===== config.mk =====
export PLATFORM = sky130hd
export DESIGN_NAME = note_sequencer
export DESIGN_NICKNAME = d
export VERILOG_FILES = /design/src/rtl/note_sequencer.sv
export SDC_FILE = /design/constraint.sdc
export NUM_CORES = 1
export LEC_CHECK = 0
export ABC_AREA = 1
export BUFFER_PORTS_ARGS = -buffer_cell sky130_fd_sc_hd__buf_2
export CAP_MARGIN = 30
export CELL_PAD_IN_SITES_DETAIL_PLACEMENT = 0
export CELL_PAD_IN_SITES_GLOBAL_PLACEMENT = 1
export CORE_MARGIN = 5
export CORE_UTILIZATION = 30
export CTS_CLUSTER_DIAMETER = 60
export CTS_CLUSTER_SIZE = 12
export DETAILED_ROUTE_END_ITERATION = 12
export GPL_TIMING_DRIVEN = 0
export MAX_ROUTING_LAYER = met4
export PLACE_DENSITY = 0.62
export SLEW_MARGIN = 20
export SYNTH_ARGS = -nofsm -noshare
export SYNTH_HDL_FRONTEND = slang
export SYNTH_SLANG_ARGS = --single-unit

===== constraint.sdc =====
create_clock -name clk -period 2.2 [get_ports clk]
set_clock_uncertainty 0.05 [all_clocks]
set_input_delay 0.55 -clock clk [delete_from_list [all_inputs] [get_ports clk]]
set_output_delay 0.55 -clock clk [all_outputs]
set_load 0.03 [all_outputs]

===== src/rtl/note_sequencer.sv =====
// Note recorder/player: captures note codes on load_n releases and plays them
// back one per STEP_TICKS clock cycles, optionally looping.
//
// state  | meaning
// IDLE   | waiting for record strobe, playback start or clear
// RECORD | load_n held low; note captured on release
// PLAY   | stepping through recorded notes
module note_sequencer #(
  parameter int NOTE_W     = 4,
  parameter int DEPTH      = 16,
  parameter int STEP_TICKS = 25000000,
  parameter int AW         = $clog2(DEPTH)
) (
  input  logic              clk,
  input  logic              reset,
  input  logic              load_n,
  input  logic              playback_n,
  input  logic              stop,
  input  logic              loop,
  input  logic              clear,
  input  logic [NOTE_W-1:0] note_in,
  output logic              ld_note,
  output logic              ld_play,
  output logic [NOTE_W-1:0] note_out,
  output logic              note_valid,
  output logic [AW-1:0]     note_counter,
  output logic [AW:0]       notes_recorded,
  output logic              full,
  output logic              step_tick
);

  localparam logic [1:0] IDLE   = 2'd0;
  localparam logic [1:0] RECORD = 2'd1;
  localparam logic [1:0] PLAY   = 2'd2;

  localparam int          TW          = $clog2(STEP_TICKS);
  localparam logic [TW-1:0] TICK_RELOAD = TW'(STEP_TICKS - 1);

  logic [1:0]        state;
  logic [TW-1:0]     tick_cnt;
  logic [NOTE_W-1:0] mem [DEPTH];
  logic [AW:0]       last_idx;
  logic              last_note;
  logic              mem_we;

  assign full       = (notes_recorded == (AW+1)'(DEPTH));
  assign ld_note    = (state == RECORD);
  assign ld_play    = (state == PLAY);
  assign note_valid = (state == PLAY);
  assign step_tick  = (state == PLAY) && (tick_cnt == '0);
  assign note_out   = (state == PLAY) ? mem[note_counter] : '0;
  assign last_idx   = notes_recorded - (AW+1)'(1);
  assign last_note  = ({1'b0, note_counter} == last_idx);
  assign mem_we     = !reset && (state == RECORD) && load_n && !full;

  // Memory is deliberately left out of reset so it can map onto plain RAM.
  always_ff @(posedge clk) begin
    if (mem_we) begin
      mem[notes_recorded[AW-1:0]] <= note_in;
    end
  end

  always_ff @(posedge clk) begin
    if (reset) begin
      state          <= IDLE;
      note_counter   <= '0;
      notes_recorded <= '0;
      tick_cnt       <= TICK_RELOAD;
    end else begin
      case (state)
        IDLE: begin
          if (clear) begin
            notes_recorded <= '0;
          end
          if (!load_n) begin
            state <= RECORD;
          end else if (!playback_n && !clear && (notes_recorded != '0)) begin
            state        <= PLAY;
            note_counter <= '0;
            tick_cnt     <= TICK_RELOAD;
          end
        end
        RECORD: begin
          if (load_n) begin
            if (!full) begin
              notes_recorded <= notes_recorded + (AW+1)'(1);
            end
            state <= IDLE;
          end
        end
        PLAY: begin
          // stop wins over a coincident step boundary
          if (stop) begin
            state        <= IDLE;
            note_counter <= '0;
            tick_cnt     <= TICK_RELOAD;
          end else if (step_tick) begin
            tick_cnt <= TICK_RELOAD;
            if (last_note) begin
              note_counter <= '0;
              if (!loop) begin
                state <= IDLE;
              end
            end else begin
              note_counter <= note_counter + AW'(1);
            end
          end else begin
            tick_cnt <= tick_cnt - TW'(1);
          end
        end
        default: begin
          state        <= IDLE;
          note_counter <= '0;
          tick_cnt     <= TICK_RELOAD;
        end
      endcase
    end
  end

endmodule

==> metrics.txt <==
status complete, but fails checks; failing checks negative setup slack; Setup Crit Path Kind reg2out; measured slew at the worst slew-check pin 488 ps; cell accounting for the most synthesized area edfxtp_1; buffers from clock root to sink, at most 2; Fin. Hold Viols 0; synthesized net count 582; Final nets 622; WL/cell 15.4 um; GRT Util Overall 13.9%; Hold Crit Class in2reg; CORE AREA 16300 um^2; area grow syn2layout 19.6%; initial DRC count 232; cts hold-fix bufs 0; critical path's slowest cell dfxtp_4; largest net degree at the start of global routing 20; overall die height 138 um; CP max FO 10; Core Util, Final 36.2%; crit start category register; CP delay by family, top buffers and inverters; Post-DP HPWL 9.41 mm; endpoints failing setup 4; # port buffers 27; CP endpoint kind output port; vias 3914; clock slew at reported path FFs 70 ps; Inserted Clock Buffers 9; Clk pwr share 38.3%; placed cells 811; cell count after synthesis 564; post-synthesis cell type count 36; PwrDens 693 nW/um^2; antenna cells 0; via/cell ratio 4.72; R2R setup slack 110 ps; Psw 1.09 mW; Buf+Inv Stages, Crit Path 3; post-synthesis register bit count 104; minimum clock period 2380 ps; layout cells sized above 1 19.5%; fin crit share 108%; H-tree level count 3; setup TNS -668 ps; Post-Syn Area 4940 um^2; most common cell in the netlist nor2_1; crit-path cells inv_2 -> clkbuf_8 -> nor2_1 -> o211ai_1 -> nand3_1 -> a21oi_1 -> buf_4; Final Non-Filler Cells 829; Worst path max stage delay 370 ps; EDFF count, synth 64; DRC viols 0; vias in the first global route 3932; RSZ-0062 raised after global routing yes; static leakage 2.26 nW; switching part of the total 26.7%; Avg Cell Area, Syn 8.76 um^2; main area contributors after synthesis edfxtp_1 (39%), dfxtp_1 (16%), nor2_1 (8.4%), nand2_1 (6.3%), inv_1 (4.6%); drt pass-1 iters 4; Setup WS post-layout -183 ps; CTS tree done; final instance area 5910 um^2; Clock Tree Root clkbuf_16; share of power burned in registers 51.2%; I/O pin cnt 29; drt total wl 12.8 mm; Comb power frac 10.5%; sequential area share after synthesis 55.1%; Main synth FF type edfxtp_1; area share of the largest cell type after synthesis 38.9%; synth cell count leaders nor2_1 (110), nand2_1 (83), edfxtp_1 (64); WP data arrival 1780 ps; Worst EP required 1600 ps; ys async rst share 0%; Pint 3.01 mW; die width 138 um; Max Cap Viol 0; FP Rows 47; Yosys Warn Count 0; CTS Sinks 104; VDD IR max 0.362 mV; Final Wtd Congestion 0.820; initial antenna violation count 0; FMAX 420 MHz; dpl cell area 5350 um^2; Routed Antenna Nets 0; die area 19100 um^2; clock latency on the worst-skew pair 350 ps; first-pass GRT wire length 20.6 mm; pins over their slew limit 0; GR Overflow Total 0; initial core utilization 30.2%; Worst slew margin 67.3%
-- logic make-up (layout without fill, tap and decap cells) --
| kind of cell | Yosys count | after routing | share of synthesized area (%) |
|---|---|---|---|
| buffers and inverters | 80 | 125 | 6.68 |
| adders and majority gates | 7 | 7 | 1.77 |
| and+or+nand+nor | 282 | 282 | 25.4 |
| DFF | 104 | 104 | 55.1 |
| AOI/OAI and AO/OA | 86 | 86 | 10.1 |
| xor gates and xnor gates | 5 | 5 | 0.886 |
-- power groups by stage --
stage          clock network (mW)  logic [mW]  registers (mW)
2_1_floorplan                   0       0.267            2.15
3_3_place_gp                    0       0.408            2.14
3_5_place_dp                    0       0.409            2.15
4_1_cts                      1.62       0.423            2.10
5_1_grt                      1.70       0.478            2.10
6_report                     1.57       0.429            2.10
-- timing repair --
item / CTS / global route
pin swaps: 6 / 5
buffers inserted: 0 / 1
endpoints found under the setup margin: 62 / 58
gates resized for setup: 58 / 33
-- final cells by class --
type,instances,area (um^2)
clock buffers,9,225
inverters,64,240
well taps,220,275
clock inverters,7,63.8
multi-input cells,380,2040
flip-flops and latches,104,2730
fillers,1750,10400
repair buffers,29,170
plain buffers,16,169
-- through the flow --
step | power (mW) | hold WS, ps | worst slack (ps)
finish | 4.10 | 341 | -183
detailed placement | 2.55 | 423 | -209
floorplan | 2.42 | 392 | 81.7
global route | 4.28 | 335 | -295
CTS | 4.14 | 327 | -199
global placement | 2.55 | 403 | -165
-- layer usage --
metal	track usage [%]	wire length (um)
met2	22.1	6150
met3	2.38	305
met5	-	0
met1	18.4	6190
met4	3.59	125
-- sequential cells by signal, summed over array words and instances (netlist names), named ones only --
name and flops:
state 2, mem 64, notes_recorded 5, note_counter 4
tick_cnt 25
-- placed cells by master, fill, tap and decap left out, types with 2 or more instances in the layout --
cell / synthesis / routed
o21ai_1: 4 / 11
nor2_4: 1 / 15
dfxtp_1: 40 / 37
nand2_2: 3 / 6
o21ai_0: 45 / 37
a21oi_1: 11 / 9
ha_1: 7 / 6
buf_4: 3 / 10
a21oi_2: 1 / 3
buf_2: 2 / 21
nand4_1: 8 / 8
inv_8: 0 / 3
nor4_1: 3 / 3
a211oi_1: 4 / 4
clkbuf_16: 0 / 9
nor2_2: 9 / 11
xor2_1: 4 / 4
clkinv_4: 0 / 2
nand2_4: 3 / 3
buf_6: 2 / 4
inv_1: 61 / 58
clkbuf_2: 1 / 3
clkbuf_8: 0 / 5
nand3_1: 39 / 39
inv_2: 3 / 6
o211ai_1: 16 / 16
edfxtp_1: 64 / 64
nor3_2: 1 / 4
dfxtp_4: 0 / 2
o21ai_2: 1 / 2
nor3_1: 14 / 11
nor2_1: 110 / 94
buf_8: 0 / 2
nand2_1: 83 / 80
nand3b_1: 2 / 2
nand3_2: 4 / 4
o221ai_1: 3 / 3
-- path summary, 6_finish.rpt --
kind,start,cells past startpoint,endpoint
min,load_n,2,state[0]
min reg2reg,tick_cnt[1],2,tick_cnt[1]
max,register,7,note_out[0]
max reg2reg,notes_recorded[1],9,mem[11][1]
(Power assumes the default switching activity.)
